### src/rtl/vga_test_pattern_gen_if.sv
// vga_test_pattern_gen_if
// Groups the raw sync / pattern-select inputs and the aligned video outputs
// of the test pattern generator into one bundle.
//   i_HSync, i_VSync   raw syncs from the sync generator (high while active)
//   i_Pattern          requested pattern ID, sampled at frame start
//   o_HSync, o_VSync   syncs delayed to line up with the video
//   o_Red/Grn/Blu_Video pattern pixel data, VIDEO_WIDTH bits per channel
//   o_Frame_Start      one-cycle pulse coincident with output pixel (0,0)
// Modports: master = the pattern generator, slave = the video consumer.
interface vga_test_pattern_gen_if #(
  parameter int VIDEO_WIDTH = 3
);
  logic                   i_HSync;
  logic                   i_VSync;
  logic [3:0]             i_Pattern;
  logic                   o_HSync;
  logic                   o_VSync;
  logic [VIDEO_WIDTH-1:0] o_Red_Video;
  logic [VIDEO_WIDTH-1:0] o_Grn_Video;
  logic [VIDEO_WIDTH-1:0] o_Blu_Video;
  logic                   o_Frame_Start;

  modport master (
    input  i_HSync, i_VSync, i_Pattern,
    output o_HSync, o_VSync, o_Red_Video, o_Grn_Video, o_Blu_Video, o_Frame_Start
  );

  modport slave (
    output i_HSync, i_VSync, i_Pattern,
    input  o_HSync, o_VSync, o_Red_Video, o_Grn_Video, o_Blu_Video, o_Frame_Start
  );
endinterface

### src/rtl/vga_test_pattern_gen.sv
// vga_test_pattern_gen
// Free-running VGA test pattern generator, one pixel per clock.
// Stage 1 registers the raw syncs, tracks column/row from the VSync rising
// edge, latches the pattern ID and counts frames. Stage 2 produces the pixel
// colour and the delayed syncs, so every output lags the input syncs by
// exactly two clocks.
// Ports:
//   i_Clk    pixel clock (only clock)
//   i_Rst_L  synchronous active-low reset
//   vid      vga_test_pattern_gen_if.master: raw syncs and pattern ID in,
//            aligned syncs, RGB video and frame-start pulse out
module vga_test_pattern_gen #(
  parameter int VIDEO_WIDTH = 3,
  parameter int TOTAL_COLS  = 800,
  parameter int TOTAL_ROWS  = 525,
  parameter int ACTIVE_COLS = 640,
  parameter int ACTIVE_ROWS = 480
) (
  input logic                   i_Clk,
  input logic                   i_Rst_L,
  vga_test_pattern_gen_if.master vid
);

  localparam int COL_W = (TOTAL_COLS > 1) ? $clog2(TOTAL_COLS) : 1;
  localparam int ROW_W = (TOTAL_ROWS > 1) ? $clog2(TOTAL_ROWS) : 1;
  // Bar width; clamped so tiny active widths never divide by zero.
  localparam int BAR_W = ((ACTIVE_COLS / 8) > 0) ? (ACTIVE_COLS / 8) : 1;

  localparam logic [COL_W-1:0] COL_LAST = COL_W'(TOTAL_COLS - 1);
  localparam logic [ROW_W-1:0] ROW_LAST = ROW_W'(TOTAL_ROWS - 1);

  localparam logic [VIDEO_WIDTH-1:0] PIX_WHITE = {VIDEO_WIDTH{1'b1}};
  localparam logic [VIDEO_WIDTH-1:0] PIX_BLACK = {VIDEO_WIDTH{1'b0}};

  // Stage 1 state
  logic                   r_hsync_q, r_hsync_d;
  logic                   r_vsync_q, r_vsync_d;
  logic [COL_W-1:0]       col_q, col_d;
  logic [ROW_W-1:0]       row_q, row_d;
  logic [3:0]             r_pattern_q, r_pattern_d;
  logic [7:0]             frame_cnt_q, frame_cnt_d;
  logic                   fs1_q, fs1_d;

  // Stage 2 (output) state
  logic                   o_hsync_q, o_hsync_d;
  logic                   o_vsync_q, o_vsync_d;
  logic [VIDEO_WIDTH-1:0] o_red_q, o_red_d;
  logic [VIDEO_WIDTH-1:0] o_grn_q, o_grn_d;
  logic [VIDEO_WIDTH-1:0] o_blu_q, o_blu_d;
  logic                   o_frame_start_q, o_frame_start_d;

  // Pixel decode helpers
  logic                   frame_start;
  logic [31:0]            col_ext;
  logic [31:0]            row_ext;
  logic [31:0]            bar_raw;
  logic [2:0]             bar_idx;
  logic                   active;
  logic                   checker_on;
  logic                   border_on;
  logic [VIDEO_WIDTH-1:0] fc_level;

  // A rising VSync edge marks pixel (0,0) of a new frame.
  assign frame_start = vid.i_VSync & ~r_vsync_q;

  assign col_ext    = 32'(col_q);
  assign row_ext    = 32'(row_q);
  assign bar_raw    = col_ext / 32'(BAR_W);
  assign bar_idx    = (bar_raw > 32'd7) ? 3'd7 : bar_raw[2:0];
  assign active     = (col_ext < 32'(ACTIVE_COLS)) && (row_ext < 32'(ACTIVE_ROWS));
  assign checker_on = col_ext[5] ^ row_ext[5];
  assign border_on  = (col_ext == 32'd0) || (col_ext == 32'(ACTIVE_COLS - 1)) ||
                      (row_ext == 32'd0) || (row_ext == 32'(ACTIVE_ROWS - 1));
  // Top bits of the frame counter give a slow brightness ramp.
  assign fc_level   = frame_cnt_q[7 -: VIDEO_WIDTH];

  // Stage 1 next state: sync capture, counters, pattern latch, frame count.
  always_comb begin
    r_hsync_d   = vid.i_HSync;
    r_vsync_d   = vid.i_VSync;
    fs1_d       = frame_start;
    col_d       = col_q;
    row_d       = row_q;
    r_pattern_d = r_pattern_q;
    frame_cnt_d = frame_cnt_q;
    // Frame start wins over wrap so a mid-frame edge resynchronises.
    if (frame_start) begin
      col_d       = '0;
      row_d       = '0;
      r_pattern_d = vid.i_Pattern;
      frame_cnt_d = frame_cnt_q + 8'd1;
    end else if (col_q == COL_LAST) begin
      col_d = '0;
      if (row_q == ROW_LAST) begin
        row_d = '0;
      end else begin
        row_d = row_q + ROW_W'(1);
      end
    end else begin
      col_d = col_q + COL_W'(1);
    end
  end

  // Stage 2 next state: pixel colour from stage-1 position and pattern.
  always_comb begin
    o_hsync_d       = r_hsync_q;
    o_vsync_d       = r_vsync_q;
    o_frame_start_d = fs1_q;
    o_red_d         = PIX_BLACK;
    o_grn_d         = PIX_BLACK;
    o_blu_d         = PIX_BLACK;
    if (active) begin
      case (r_pattern_q)
        4'd1: o_red_d = PIX_WHITE;
        4'd2: o_grn_d = PIX_WHITE;
        4'd3: o_blu_d = PIX_WHITE;
        4'd4: begin
          if (checker_on) begin
            o_red_d = PIX_WHITE;
            o_grn_d = PIX_WHITE;
            o_blu_d = PIX_WHITE;
          end else begin
            o_red_d = PIX_BLACK;
          end
        end
        4'd5: begin
          o_red_d = bar_idx[0] ? PIX_WHITE : PIX_BLACK;
          o_grn_d = bar_idx[1] ? PIX_WHITE : PIX_BLACK;
          o_blu_d = bar_idx[2] ? PIX_WHITE : PIX_BLACK;
        end
        4'd6: begin
          if (border_on) begin
            o_red_d = PIX_WHITE;
            o_grn_d = PIX_WHITE;
            o_blu_d = PIX_WHITE;
          end else begin
            o_red_d = PIX_BLACK;
          end
        end
        4'd7: begin
          o_red_d = fc_level;
          o_grn_d = fc_level;
          o_blu_d = fc_level;
        end
        default: begin
          o_red_d = PIX_BLACK;
        end
      endcase
    end else begin
      o_red_d = PIX_BLACK;
    end
  end

  // Pipeline registers with synchronous active-low reset.
  always_ff @(posedge i_Clk) begin
    if (!i_Rst_L) begin
      r_hsync_q       <= 1'b0;
      r_vsync_q       <= 1'b0;
      fs1_q           <= 1'b0;
      col_q           <= '0;
      row_q           <= '0;
      r_pattern_q     <= 4'd0;
      frame_cnt_q     <= 8'd0;
      o_hsync_q       <= 1'b0;
      o_vsync_q       <= 1'b0;
      o_frame_start_q <= 1'b0;
      o_red_q         <= PIX_BLACK;
      o_grn_q         <= PIX_BLACK;
      o_blu_q         <= PIX_BLACK;
    end else begin
      r_hsync_q       <= r_hsync_d;
      r_vsync_q       <= r_vsync_d;
      fs1_q           <= fs1_d;
      col_q           <= col_d;
      row_q           <= row_d;
      r_pattern_q     <= r_pattern_d;
      frame_cnt_q     <= frame_cnt_d;
      o_hsync_q       <= o_hsync_d;
      o_vsync_q       <= o_vsync_d;
      o_frame_start_q <= o_frame_start_d;
      o_red_q         <= o_red_d;
      o_grn_q         <= o_grn_d;
      o_blu_q         <= o_blu_d;
    end
  end

  assign vid.o_HSync       = o_hsync_q;
  assign vid.o_VSync       = o_vsync_q;
  assign vid.o_Frame_Start = o_frame_start_q;
  assign vid.o_Red_Video   = o_red_q;
  assign vid.o_Grn_Video   = o_grn_q;
  assign vid.o_Blu_Video   = o_blu_q;

endmodule

### src/flat_wrapper.sv
// flat-port wrapper written by rule: the top's interface ports become plain ports
module vga_test_pattern_gen_flat 
#(
  parameter int VIDEO_WIDTH = 3,
  parameter int TOTAL_COLS  = 800,
  parameter int TOTAL_ROWS  = 525,
  parameter int ACTIVE_COLS = 640,
  parameter int ACTIVE_ROWS = 480
)
  (i_Clk, i_Rst_L, vid_i_HSync, vid_i_VSync, vid_i_Pattern, vid_o_HSync, vid_o_VSync, vid_o_Red_Video, vid_o_Grn_Video, vid_o_Blu_Video, vid_o_Frame_Start);
  vga_test_pattern_gen_if #(.VIDEO_WIDTH(VIDEO_WIDTH)) vid_i ();
  input logic i_Clk;
  input logic i_Rst_L;
  input wire logic [$bits(vid_i.i_HSync)-1:0] vid_i_HSync;
  input wire logic [$bits(vid_i.i_VSync)-1:0] vid_i_VSync;
  input wire logic [$bits(vid_i.i_Pattern)-1:0] vid_i_Pattern;
  output wire logic [$bits(vid_i.o_HSync)-1:0] vid_o_HSync;
  output wire logic [$bits(vid_i.o_VSync)-1:0] vid_o_VSync;
  output wire logic [$bits(vid_i.o_Red_Video)-1:0] vid_o_Red_Video;
  output wire logic [$bits(vid_i.o_Grn_Video)-1:0] vid_o_Grn_Video;
  output wire logic [$bits(vid_i.o_Blu_Video)-1:0] vid_o_Blu_Video;
  output wire logic [$bits(vid_i.o_Frame_Start)-1:0] vid_o_Frame_Start;
  assign vid_i.i_HSync = vid_i_HSync;
  assign vid_i.i_VSync = vid_i_VSync;
  assign vid_i.i_Pattern = vid_i_Pattern;
  assign vid_o_HSync = vid_i.o_HSync;
  assign vid_o_VSync = vid_i.o_VSync;
  assign vid_o_Red_Video = vid_i.o_Red_Video;
  assign vid_o_Grn_Video = vid_i.o_Grn_Video;
  assign vid_o_Blu_Video = vid_i.o_Blu_Video;
  assign vid_o_Frame_Start = vid_i.o_Frame_Start;
  vga_test_pattern_gen #(.VIDEO_WIDTH(VIDEO_WIDTH), .TOTAL_COLS(TOTAL_COLS), .TOTAL_ROWS(TOTAL_ROWS), .ACTIVE_COLS(ACTIVE_COLS), .ACTIVE_ROWS(ACTIVE_ROWS)) u_core (.i_Clk(i_Clk), .i_Rst_L(i_Rst_L), .vid(vid_i));
endmodule
### config.mk
export PLATFORM = sky130hd
export DESIGN_NAME = vga_test_pattern_gen_flat
export DESIGN_NICKNAME = d
export VERILOG_FILES = /design/src/rtl/vga_test_pattern_gen_if.sv /design/src/rtl/vga_test_pattern_gen.sv /design/src/flat_wrapper.sv
export SDC_FILE = /design/constraint.sdc
export NUM_CORES = 1
export LEC_CHECK = 0
export BUFFER_PORTS_ARGS = -buffer_cell sky130_fd_sc_hd__buf_2
export CORE_UTILIZATION = 46
export CTS_CLUSTER_SIZE = 24
export DETAILED_ROUTE_END_ITERATION = 8
export GPL_TIMING_DRIVEN = 0
export HOLD_SLACK_MARGIN = 0.03
export PLACE_DENSITY_LB_ADDON = 0.05
export SYNTH_ARGS = -nofsm -noshare
export SYNTH_HDL_FRONTEND = slang
export SYNTH_SLANG_ARGS = --single-unit
### constraint.sdc
create_clock -name i_Clk -period 2 [get_ports i_Clk]
set_clock_uncertainty 0.2 [all_clocks]
set_input_delay 0.2 -clock i_Clk [delete_from_list [all_inputs] [get_ports i_Clk]]
set_output_delay 0.2 -clock i_Clk [all_outputs]
set_load 0.1 [all_outputs]
* Yosys cells after proc, flatten, opt, wreduce, memory -nomap -nowiden *
Index checks and enable logic that the tools add are counted.
W data, S select, Z words.

cells by class
  add/subtract/negate cells = 3
  multipliers = 0
  div/mod/pow operators = 1
  order comparisons = 3
  equality and inequality tests = 11
  shifts and indexed selects = 0
  multiplexer cells = 10
  bitwise operators = 4
  reduce and logical (&&, ||, !) cells = 9

operator list
  cell                     count
  $logic_not A32 Y1        2
  $pmux W3 S5              3
  $div A10 B7 Y32 const B  1
  $gt A32 B3 Y1 const B    1
  $eq A10 B10 Y1 const B   3
  $add A10 B1 Y10 const B  2
  $mux W3                  6
  $eq A4 B3 Y1 const B     4
  $eq A10 B9 Y1 const B    1
  $lt A10 B10 Y1 const B   1
  $lt A10 B9 Y1 const B    1
  $mux W10                 1
  $add A8 B1 Y8 const B    1
  $eq A4 B2 Y1 const B     2
  $eq A4 B1 Y1 const B     1
  $logic_or A1 B1 Y1       3
  $reduce_or A3 Y1         1
  $not A1 Y1               2
  $reduce_and A2 Y1        1
  $reduce_or A2 Y1         1
  $and A1 B1 Y1            1
  $logic_and A1 B1 Y1      1
  $xor A1 B1 Y1            1

word-level totals
  flip-flop bits (word level) = 47
  bits in latches = 0
  bits in writable memories = 0
  ROM bits = 0
  input port bits = 8
  output and inout port bits = 12
  word-level logic and storage cells = 54
  memories = 0

* Logic depth before layout (Yosys ltp) *
  depth after elaboration = 6
  gate-level depth with buffers = 9

* Worst setup path before layout *
No wires, ideal clock.

  path type = register to register
  start point = register u_core.col_q[0]
  end point = register u_core.row_q[9]
  setup time = 0.129 ns
  arrival time = 1.627 ns
  data required time = 1.671 ns
  setup slack = 0.044 ns
  cell stages (with the launch flop) = 8
  buffers on the path = 0
  clock period less this slack = 1.956 ns
  cells stage by stage = dfxtp_1 > ha_1 > nand3_2 > nor4_4 > and3_4 > nand4_2 > xor2_1 > nor2_2

on the way
  longest elaborated chain between the ends = 1

RTL lines
  element                   line                         text
  start: declaration        vga_test_pattern_gen.sv:38   logic [COL_W-1:0] col_q, col_d;
  start signal: assignment  vga_test_pattern_gen.sv:174  col_q <= col_d;
  $eq A10 B10 Y1            vga_test_pattern_gen.sv:92   end else if (col_q == COL_LAST) begin
  end signal: assignment    vga_test_pattern_gen.sv:175  row_q <= row_d;
  end: declaration          vga_test_pattern_gen.sv:39   logic [ROW_W-1:0] row_q, row_d;

No other way between the ends.
A chain may end at the register's enable or synchronous reset.

* Worst setup path after layout *
  start point = register u_core.col_q[7]
  end point = register u_core.o_red_q[0] (netlist: u_core.vid.o_Red_Video[0])

on the way
  longest elaborated chain between the ends = 6

RTL lines
  element                                                  line                         text
  branches (longest 6 deep; another with $div A10 B7 Y32)  --
  end signal: assignment                                   vga_test_pattern_gen.sv:181  o_red_q <= o_red_d;
  end: declaration                                         vga_test_pattern_gen.sv:47   logic [VIDEO_WIDTH-1:0] o_red_q, o_red_d;

Several ways; the timed one is not identified.

==> results.txt <==
----------------------------------------------------
[Logic synthesis]
  Nets in the synthesized netlist ... 291
  Post-synthesis sequential element count ... 47
  Synth Warn # ... 0
  Mean Syn Cell Area ... 8.44 um^2
  Sequential fraction of the synthesis area ... 0.402
  Unique cell type count in the Yosys netlist ... 48
  Cell types with the largest area share after synthesis ... sky130_fd_sc_hd__dfxtp_1 40%, sky130_fd_sc_hd__xor2_1 5.2%, sky130_fd_sc_hd__nand2_1 4.8%, sky130_fd_sc_hd__nor2_1 4.8%, sky130_fd_sc_hd__xnor2_1 3.4%
  Post-synthesis instance area ... approximately 2300 um^2
  Number of instances in the synthesized netlist ... between 200 and 300
  Yosys top cell by area ... sky130_fd_sc_hd__dfxtp_1
  Portion of synthesized cell area occupied by the leading cell type ... 0.402

[Clock network]
  Clock slew at reported path FFs ... around 90 ps
  Clock tree from TritonCTS ... done
  Root Buffer Master ... sky130_fd_sc_hd__clkbuf_8
  Clock latency reported for the late side of the worst-skew pair ... 300 ps
  Maximum clock path buffer count ... 2
  CTS buffer count ... 5
  Clock sinks ... 47
  CTS H-tree depth ... 2

[Detailed routing]
  TritonRoute pass-1 iters ... 4
  # DRC ... 0
  Total vias in the final route ... roughly 1900
  Final routed wirelength across all metal layers ... 4550 um
  Average routed wire per standard cell ... ~12 um
  Detailed Route Iter0 Violations ... approximately 120
  Via density per instance ... ~5.0
  Number of nets with antenna violations after detailed routing ... 0

[Floorplan]
  Starting density of the core ... 0.485
  Number of placement rows ... 25
  IO Count ... 20
  Die span in x ... about 73 um
  Core region area ... 4820 um^2
  Die height ... ~73 um
  Floorplan die area ... approximately 5400 um^2

[Timing]
  Transition at the pin with the smallest max-transition slack ... about 490 ps
  Count of final setup violators ... 0
  F_max ... ~520 MHz
  Period Utilization, post-route ... 0.959
  WHS ... around 84 ps
  Post-layout min period ... roughly 1900 ps
  RSZ-0062 raised after global routing ... true
  Headroom to the max-slew limit ... 0.674
  Max-slew violation count ... 0
  Fin. Hold Viols ... 0

[Global routing]
  Initial antenna violation count ... 0
  Wire length of the first global-routing pass ... ~8000 um
  Met1 GRT Util ... 0.258
  Peak-usage layer in the global routing report ... met2
  Global routing usage summed across all routing layers ... 0.186
  Met3 Track Usage GR ... 0.0480
  Grt ovf ... 0
  Vias in the first global route ... 1710
  Maximum number of pins on one net before global-route repair ... 16
  Global Route met2 Usage ... 0.282

[Placement]
  Placed insts ... ~360
  Post-placement cell area ... 2510 um^2
  Count of buffers inserted at the top-level ports ... 18
  Gp weighted congestion ... between 0.7 and 0.8
  Detailed placer's ending HPWL ... between 3000 and 4000 um

[Power]
  Total power of the final layout ... 0.00172 W
  Leak ... approximately 1.1 nW
  Maximum vdd ir drop ... between 0.3 and 0.4 mV
  PwrDens ... around 620 nW/um^2

[Final layout]
  Area of combinational cells with multiple inputs ... 1390 um^2
  Total number of nets in the final design ... ~320
  Final std cells w/o fill ... around 380
  Synth-to-Final Area Change ... 19.6%
  Number of diodes ... 0
  Final cell area excluding filler cells ... 2800 um^2
  Proportion of layout cells with a drive suffix above 1 ... 0.209
  Sequential standard cell area ... 951 um^2
  Final core utilization ... 0.581
  Fillers ... between 400 and 500

[Setup path]
  Worst setup path class ... reg -> reg
  Critical path data required time ... 1990 ps
  Critical path capture point type ... register
  Top fanout value on the critical path ... 5
  Startpoint types ... register
  Worst Path Arrival ... 1910 ps

[Status]
  Status ... complete, no violations

[Run]
  Number of max-cap violations ... 0

[Hold path]
  Worst hold-check path type ... in -> reg

----------------------------------------------------
## synthesized netlist by cell type, drive strengths merged
cell,n
a21boi,7
a21o,4
a21oi,12
a221oi,1
a222oi,1
a311o,1
a31oi,2
a41oi,1
and2,11
and3,8
buf,7
clkbuf,8
dfxtp,47
ha,6
inv,8
maj3,1
mux2i,1
nand2,31
nand2b,9
nand3,9
nand3b,4
nand4,11
nor2,31
nor2b,4
nor3,1
nor3b,2
nor4,5
o21ai,13
o22ai,1
o2bb2ai,1
or2,2
or3,2
or3b,1
or4,1
xnor2,9
xor2,14
## cell type report
| cell class | count | area share |
|---|---|---|
| flip-flops and latches | 47 | 0.340 |
| well taps | 67 | 0.0300 |
| clock inverters | 2 | 0.00582 |
| repair buffers | 26 | 0.0591 |
| multi-input cells | 207 | 0.498 |
| inverters | 8 | 0.0107 |
| clock buffers | 6 | 0.0295 |
| plain buffers | 15 | 0.0273 |
## worst max-delay path, stage by stage (launching register included)
cell and delay, ps:
sky130_fd_sc_hd__dfxtp_4 380, sky130_fd_sc_hd__nor2_4 120, sky130_fd_sc_hd__inv_2 60, sky130_fd_sc_hd__ha_4 260, sky130_fd_sc_hd__nand2b_4 110, sky130_fd_sc_hd__o21ai_1 70, sky130_fd_sc_hd__a222oi_1 340, sky130_fd_sc_hd__a21o_1 190
sky130_fd_sc_hd__o21ai_1 70
## layout by cell type, fill, tap and decap left out, drive strengths merged, types with 8 or more instances in the layout
cell / instances
clkbuf: 13
dfxtp: 47
nand3: 9
a21oi: 12
and3: 8
nand4: 11
nand2: 31
o21ai: 13
and2: 11
buf: 28
xnor2: 9
nand2b: 9
xor2: 14
nor2: 31
inv: 8
## worst paths after layout
check | startpoint | end | slack (ps) | depth (start not counted)
max | u_core.col_q[7]$_SDFF_PP0_ | u_core.vid.o_Red_Video[0]$_SDFF_PN0_ | 80 | 8
min | i_Rst_L | u_core.r_pattern_q[3]$_SDFFE_PN0P_ | 80 | 2
max reg2reg | u_core.col_q[7]$_SDFF_PP0_ | u_core.vid.o_Red_Video[0]$_SDFF_PN0_ | 80 | 8
min reg2reg | u_core.o_hsync_d$_SDFF_PN0_ | u_core.vid.o_HSync$_SDFF_PN0_ | 240 | 1
## routing by layer
metal / vias to the layer above / part of all wire
met2: 26 / 0.44
li1: 1001 / -
met5: - / 0
met4: 0 / 0.015
met3: 7 / 0.033
met1: 854 / 0.51
## cell families after synthesis
group,count (synthesis),share of synthesized area
AND/OR/NAND/NOR,132,0.310
flip-flops,47,0.402
XOR/XNOR,23,0.0861
AO/OA/AOI/OAI,44,0.117
multiplexers,1,0.00428
adder cells (fa/ha/maj),7,0.0364
buffers and inverters,23,0.0444
## through the flow
| stage | setup TNS, ps | worst slack, ps |
|---|---|---|
| final | 0 | 82.8 |
| after detailed placement | -1930 | -237 |
| after global placement | -2270 | -283 |
| after global routing | -32.2 | -18.4 |
| after CTS | 0 | 8.89 |
| after floorplan | 0 | 44.2 |
## where the power goes
part	total, W	internal (W)	switching, W
Combinational	0.000144	0.0000510	0.0000926
Clock	0.000615	0.000283	0.000332
Sequential	0.000966	0.000952	0.0000132
Total	0.00172	0.00129	0.000438
## repair_timing
item	4_1_cts	5_1_grt
pin swaps	3	5
resized for setup	5	24
endpoints found under the setup margin	18	19
setup buffers	1	1
hold buffers	6	0
hold endpoints to repair	6	0
## state kept, by name, indices dropped and copies added, names as in the netlist
name and cells:
u_core.o_vsync_d 1, u_core.o_hsync_d 1, u_core.vid.o_Blu_Video 3, u_core.vid.o_Red_Video 3, u_core.vid.o_Grn_Video 3, u_core.row_q 10, u_core.fs1_q 1, u_core.frame_cnt_q 8
u_core.vid.o_HSync 1, u_core.r_pattern_q 4, u_core.vid.o_VSync 1, u_core.vid.o_Frame_Start 1, u_core.col_q 10
(Power assumes the default switching activity.)
